$ cat src/rtl/pipeline_pkg.sv
// Shared types for the register/ALU/memory pipeline: function codes and stage payloads.
// Stage payload fields are sized for the widest supported configuration; the top narrows them.
package pipeline_pkg;

  localparam int DW_MAX = 64;
  localparam int RW_MAX = 8;
  localparam int AW_MAX = 16;

  typedef enum logic [3:0] {
    FN_ADD, FN_SUB, FN_MUL, FN_PASS_A, FN_PASS_B, FN_AND,
    FN_OR, FN_XOR, FN_NOT_A, FN_NOT_B, FN_SHR, FN_SHL
  } func_e;

  localparam logic [3:0] FN_LAST = 4'd11;

  typedef struct packed {
    logic [DW_MAX-1:0] a;
    logic [DW_MAX-1:0] b;
    logic [RW_MAX-1:0] rd;
    logic [3:0]        func;
    logic [AW_MAX-1:0] addr;
  } s1_t;

  typedef struct packed {
    logic [DW_MAX-1:0] z;
    logic [RW_MAX-1:0] rd;
    logic [AW_MAX-1:0] addr;
  } s2_t;

  typedef struct packed {
    logic [AW_MAX-1:0] addr;
  } s3_t;

endpackage

$ cat src/rtl/pipe_alu.sv
// Combinational ALU for the execute stage; also drives the S1 forwarding path.
module pipe_alu
  import pipeline_pkg::*;
#(
  parameter int DW = 16
) (
  input  logic [3:0]    func,
  input  logic [DW-1:0] a,
  input  logic [DW-1:0] b,
  output logic [DW-1:0] z,
  output logic          legal
);

  assign legal = (func <= FN_LAST);

  always_comb begin
    z = '0;
    case (func)
      FN_ADD:    z = a + b;
      FN_SUB:    z = a - b;
      FN_MUL:    z = a * b;
      FN_PASS_A: z = a;
      FN_PASS_B: z = b;
      FN_AND:    z = a & b;
      FN_OR:     z = a | b;
      FN_XOR:    z = a ^ b;
      FN_NOT_A:  z = ~a;
      FN_NOT_B:  z = ~b;
      FN_SHR:    z = a >> 1;
      FN_SHL:    z = a << 1;
      default:   z = '0;
    endcase
  end

endmodule

$ cat src/rtl/pipeline_alu_param.sv
// Four-stage pipeline: S1 operand read with forwarding, S2 execute, S3 writeback/Zout,
// S4 data-memory store, plus an independent registered memory read port.
module pipeline_alu_param
  import pipeline_pkg::*;
#(
  parameter  int DW   = 16,
  parameter  int NREG = 16,
  parameter  int AW   = 8,
  localparam int RW   = $clog2(NREG)
) (
  input  logic          CLK,
  input  logic          RST_N,
  input  logic          in_valid,
  output logic          in_ready,
  input  logic          hold,
  input  logic [RW-1:0] rs1,
  input  logic [RW-1:0] rs2,
  input  logic [RW-1:0] rd,
  input  logic [3:0]    func,
  input  logic [AW-1:0] addr,
  output logic [DW-1:0] Zout,
  output logic          out_valid,
  output logic          ill_op,
  input  logic          rd_en,
  input  logic [AW-1:0] rd_addr,
  output logic [DW-1:0] rd_data
);

  localparam int STAGES = 2;

  logic [STAGES:0]         vld_pipe;   // [0]=S1, [1]=S2, [2]=S3
  s1_t                     s1_q;
  s2_t                     s2_q;
  s3_t                     s3_q;
  logic [NREG-1:0][DW-1:0] reg_bank;
  logic [DW-1:0]           mem [2**AW];

  logic [DW-1:0]           s1_a, s1_b, s2_z, alu_z;
  logic [RW-1:0]           s1_rd, s2_rd;
  logic                    alu_legal, ill_q, unused_ok;
  logic [1:0][RW-1:0]      src;
  logic [1:0][DW-1:0]      opnd;

  assign s1_a      = s1_q.a[DW-1:0];
  assign s1_b      = s1_q.b[DW-1:0];
  assign s1_rd     = s1_q.rd[RW-1:0];
  assign s2_z      = s2_q.z[DW-1:0];
  assign s2_rd     = s2_q.rd[RW-1:0];
  assign unused_ok = ^{s1_q, s2_q, s3_q};

  assign in_ready  = ~hold;
  assign out_valid = vld_pipe[2];
  assign ill_op    = ill_q & ~hold;

  pipe_alu #(.DW(DW)) u_alu (
    .func  (s1_q.func),
    .a     (s1_a),
    .b     (s1_b),
    .z     (alu_z),
    .legal (alu_legal)
  );

  // Youngest producer wins; an illegal op in S1 never forwards and never reaches S2 valid.
  assign src = {rs2, rs1};
  always_comb begin
    opnd = '0;
    for (int i = 0; i < 2; i++) begin
      if (vld_pipe[0] && alu_legal && s1_rd == src[i]) opnd[i] = alu_z;
      else if (vld_pipe[1] && s2_rd == src[i])         opnd[i] = s2_z;
      else                                             opnd[i] = reg_bank[src[i]];
    end
  end

  always_ff @(posedge CLK or negedge RST_N) begin
    if (!RST_N) begin
      vld_pipe <= '0;
      s1_q     <= '0;
      s2_q     <= '0;
      s3_q     <= '0;
      reg_bank <= '0;
      Zout     <= '0;
      ill_q    <= 1'b0;
    end else if (hold) begin
      ill_q    <= 1'b0;
    end else begin
      vld_pipe <= {vld_pipe[1], vld_pipe[0] & alu_legal, in_valid};
      ill_q    <= vld_pipe[0] & ~alu_legal;
      s1_q     <= '{a: DW_MAX'(opnd[0]), b: DW_MAX'(opnd[1]), rd: RW_MAX'(rd),
                    func: func, addr: AW_MAX'(addr)};
      s2_q     <= '{z: DW_MAX'(alu_z), rd: s1_q.rd, addr: s1_q.addr};
      if (vld_pipe[1]) begin
        reg_bank[s2_rd] <= s2_z;
        Zout            <= s2_z;
        s3_q.addr       <= s2_q.addr;
      end
    end
  end

  // Memory contents are deliberately not reset; S3 valid is, so nothing stores during reset.
  always_ff @(posedge CLK) begin
    if (!hold && vld_pipe[2]) mem[s3_q.addr[AW-1:0]] <= Zout;
  end

  always_ff @(posedge CLK or negedge RST_N) begin
    if (!RST_N)     rd_data <= '0;
    else if (rd_en) rd_data <= mem[rd_addr];
  end

endmodule

$ cat config.mk
export PLATFORM = sky130hd
export DESIGN_NAME = pipeline_alu_param
export DESIGN_NICKNAME = d
export VERILOG_FILES = /design/src/rtl/pipeline_pkg.sv /design/src/rtl/pipe_alu.sv /design/src/rtl/pipeline_alu_param.sv
export SDC_FILE = /design/constraint.sdc
export NUM_CORES = 2
export LEC_CHECK = 0
export BUFFER_PORTS_ARGS = -buffer_cell sky130_fd_sc_hd__buf_2
export CORE_MARGIN = 2
export CORE_UTILIZATION = 45
export DETAILED_ROUTE_END_ITERATION = 7
export PLACE_DENSITY = 0.6
export SLEW_MARGIN = 10
export SYNTH_ARGS = -nofsm -noshare
export SYNTH_HDL_FRONTEND = slang
export SYNTH_SLANG_ARGS = --single-unit
$ cat constraint.sdc
create_clock -name CLK -period 7.3 [get_ports CLK]
set_clock_uncertainty 0.2 [all_clocks]
set_input_delay 1.46 -clock CLK [delete_from_list [all_inputs] [get_ports CLK]]
set_output_delay 1.46 -clock CLK [all_outputs]
set_load 0.02 [all_outputs]
==> qor.csv <==
stage,metric,value,unit
clock_network,clk sinks,4472,
synth,Ys Warns,0,
clock_network,Clock Latency Late Sink,0.96,ns
die,chip width,638.3,um
global_route,grt ovf,0,
final_layout,share of layout cells above drive strength 1,0.3152,
drt,wire length per cell,33.13,um
die,Initial Utilization,0.4526,
die,die area,0.4074,mm2
sta,final count of pins violating max slew,0,
sta,hold_ws,0.2914,ns
final_layout,fin util,0.5125,
global_route,vias in the first global route,91030,
setup_path,Worst setup EP type,flop,
pwr,Pleak,67.51,nW
clock_network,cts repair resizes,0,
clock_network,htree depth,5,
drt,via count,89780,
final_layout,Final Net Count,9211,
global_route,Tot GR Track Use,0.2371,
setup_path,critical path startpoint category,flop,
drt,Pre-antenna DRT Iters,8,
die,Die Ht,638.3,um
synth,top post-synthesis cells by area,"edfxtp_1 (68%), mux4_2 (18%), dfrtp_1 (5.2%), mux2_2 (1.5%), fa_1 (0.90%)",
drt,met2 WL,229300,um
clock_network,setup bufs post-CTS,0,
synth,"Seq/Total Area, Yosys",0.7314,
drt,Met3 Wirelength,40480,um
drt,via/cell ratio,6.135,
synth,Syn Area/Cell,21.28,um2
global_route,initial antenna violation count,29,
global_route,pin count of the biggest net entering global routing,194,
sta,count of final hold-check violations,0,
sta,final worst path period need,6.528,ns
drt,final WL,484800,um
die,I/O pin total,72,
pwr,Pwr per Cell Area,324.7,mW/mm2
min_path,Tightest Hold Check Type,reg2reg,
sta,period utilization,0.8943,
synth,Synth Net Count,8724,
synth,"area leader, netlist",edfxtp_1,
outcome,status,completed,
clock_network,Root Driver,clkbuf_16,
placed_design,Post-DP HPWL,299000,um
synth,Yosys reg bits,4472,
drt,drt drc,0,
final_layout,filler cell count,31220,
sta,FMAX,153.2,MHz
sta,Worst Tran Pin Value,1.287,ns
pwr,"Power, Total",66.56,mW
clock_network,"Reg clk slew, reported paths",0.06,ns
synth,synthesized instance count,8509,
synth,number of synthesized flops with an enable pin,4096,
synth,"Top FF cell, synth",edfxtp_1,
die,Core Box Area,0.4000,mm2
setup_path,Crit Path Category,reg2reg,
drt,met1 wire length,197100,um
synth,distinct cell type count after synthesis,62,
drt,post-route ant nets,0,
synth,post-synth top area share,0.6794,
sta,Final TNS setup,0,ns
clock_network,number of CTS-inserted buffers,453,
synth,asr flop ratio synth,0.08408,
setup_path,"Req. time, crit path",7.92,ns
placed_design,PortBufs,71,
setup_path,worst-path fanout max,10,
drt,Iteration-0 DRC Markers,11320,
clock_network,CTS tree,built,
drt,Max Used Layer,met5,
clock_network,clk buf depth,4,
global_route,first-pass GRT wire length,688800,um
placed_design,Placer Congestion,0.8698,
clock_network,CTS Hold Buffers Added,0,
die,Std-Cell Rows,232,
pwr,Max IR drop VDD,0.0002615,V
final_layout,area grow syn2layout,13.23,%
run,Max Cap Violations,0,
sta,endpoints failing setup,0,
setup_path,WP data arrival,7.14,ns
synth,"Cell Area, Synth",0.1810,mm2
sta,RSZ-0062 raised after global routing,no,
sta,Slew HR,0.1420,
==> Yosys cell counts, types with 52 or more instances <==
cell type / n
fa_1: 81
nand2_1: 313
buf_2: 111
inv_1: 155
xnor2_1: 52
ha_1: 97
a21oi_1: 90
a22oi_1: 137
dfrtp_1: 376
o21ai_0: 153
nor2_1: 403
buf_1: 63
clkbuf_1: 350
mux4_2: 1440
mux2_2: 243
edfxtp_1: 4096
==> cell type report <==
cell class              count  area [um2]  share of cell area
clock buffers             567       12020             0.05863
diodes                      8       20.02          0.00009766
repair buffers            569        4697             0.02291
multi-input cells        3335       45950              0.2241
inverters                 165       619.3            0.003021
flip-flops and latches   4472      132500              0.6462
well taps                5265        6588             0.03214
clock inverters           253        2633             0.01284
==> logic make-up (layout without fill, tap and decap cells) <==
group	count (synthesis)	after routing	synth area share
buffers and inverters	702	1554	0.01570
and+or+nand+nor	857	857	0.01932
muxes	1720	1720	0.1963
other	0	8	0
AOI/OAI and AO/OA	505	505	0.01791
adders and majority gates	178	178	0.01566
xor gates and xnor gates	75	75	0.003704
DFF	4472	4472	0.7314
==> cells in the final DEF, fill, tap and decap left out, drive strengths merged, types with 8 or more instances in the layout <==
cell | synthesis | routed
a211oi | 22 | 22
a21o | 8 | 8
a21oi | 90 | 90
a221oi | 16 | 16
a22oi | 137 | 137
buf | 186 | 569
bufinv | 0 | 44
clkbuf | 351 | 567
clkinv | 7 | 192
clkinvlp | 0 | 10
dfrtp | 376 | 376
diode | 0 | 8
edfxtp | 4096 | 4096
fa | 81 | 81
ha | 97 | 97
inv | 158 | 172
mux2 | 243 | 243
mux2i | 37 | 37
mux4 | 1440 | 1440
nand2 | 313 | 313
nand3 | 51 | 51
nand4 | 15 | 15
nor2 | 403 | 403
nor2b | 22 | 22
nor3 | 15 | 15
nor4 | 9 | 9
o211ai | 18 | 18
o21ai | 153 | 153
xnor2 | 52 | 52
xor2 | 22 | 22
==> path summary, 6_finish.rpt <==
check / from / end / slack [ns] / cells past startpoint
setup / recovery: s1_b[5]$_DFFE_PN0N_ / s1_a[15]$_DFFE_PN0N_ / 0.77 / 22
hold / removal: s1_q[3]$_DFFE_PN0N_ / s2_q[3]$_DFFE_PN0N_ / 0.29 / 1
setup reg to reg: s1_b[5]$_DFFE_PN0N_ / s1_a[15]$_DFFE_PN0N_ / 0.77 / 22
hold reg to reg: s1_q[3]$_DFFE_PN0N_ / s2_q[3]$_DFFE_PN0N_ / 0.29 / 1
max in group asynchronous: RST_N / Zout[9]$_DFFE_PN0P_ / 5.05 / 2
min in group asynchronous: RST_N / vld_pipe[2]$_DFFE_PN0N_ / 0.33 / 1
==> per-layer routing <==
metal  vias to the layer above  GRT usage
met1                     48760     0.3372
li1                      36210          -
met3                       792    0.04375
met5                         -          0
met4                        20    0.07923
met2                      4000     0.3728
==> worst max-delay path, stage by stage, from the launching register on <==
cell and delay (ns):
dfrtp_1 0.59, inv_2 0.21, nor2_1 0.18, fa_1 0.45, inv_1 0.11, fa_1 0.46, fa_1 0.52, fa_1 0.55
inv_1 0.05, fa_1 0.49, inv_1 0.05, fa_1 0.48, inv_1 0.04, ha_1 0.34, a21o_1 0.18, a21o_1 0.20
nor3_1 0.16, o211a_1 0.25, o31ai_1 0.14, xnor2_1 0.20, nor2_1 0.09, nor4_1 0.32, o22ai_1 0.13
==> power breakdown <==
group	internal, mW	switching [mW]	leakage (nW)
clock	13.2	9.78	7.14
sequential	31.9	1.35	42.3
combinational	3.13	7.22	18.0
total	48.2	18.4	67.5
==> registers in the layout, summed over array words and instances, names as in the netlist <==
name,cells
mem,4096
reg_bank,256
s2_q,28
Zout,16
rd_data,16
s1_a,16
s1_b,16
s1_q,16
s3_q,8
vld_pipe,3
ill_q,1
==> through the flow <==
step	std cells	area, um2	setup WS (ns)
final	14630	205000	0.7715
after global routing	14630	205000	0.4019
after CTS	14630	205000	0.7678
after detailed placement	13810	190300	0.8041
after global placement	13810	190300	0.7243
after floorplan	8509	181000	1.322
No activity file was read; power rests on OpenSTA's default activity.
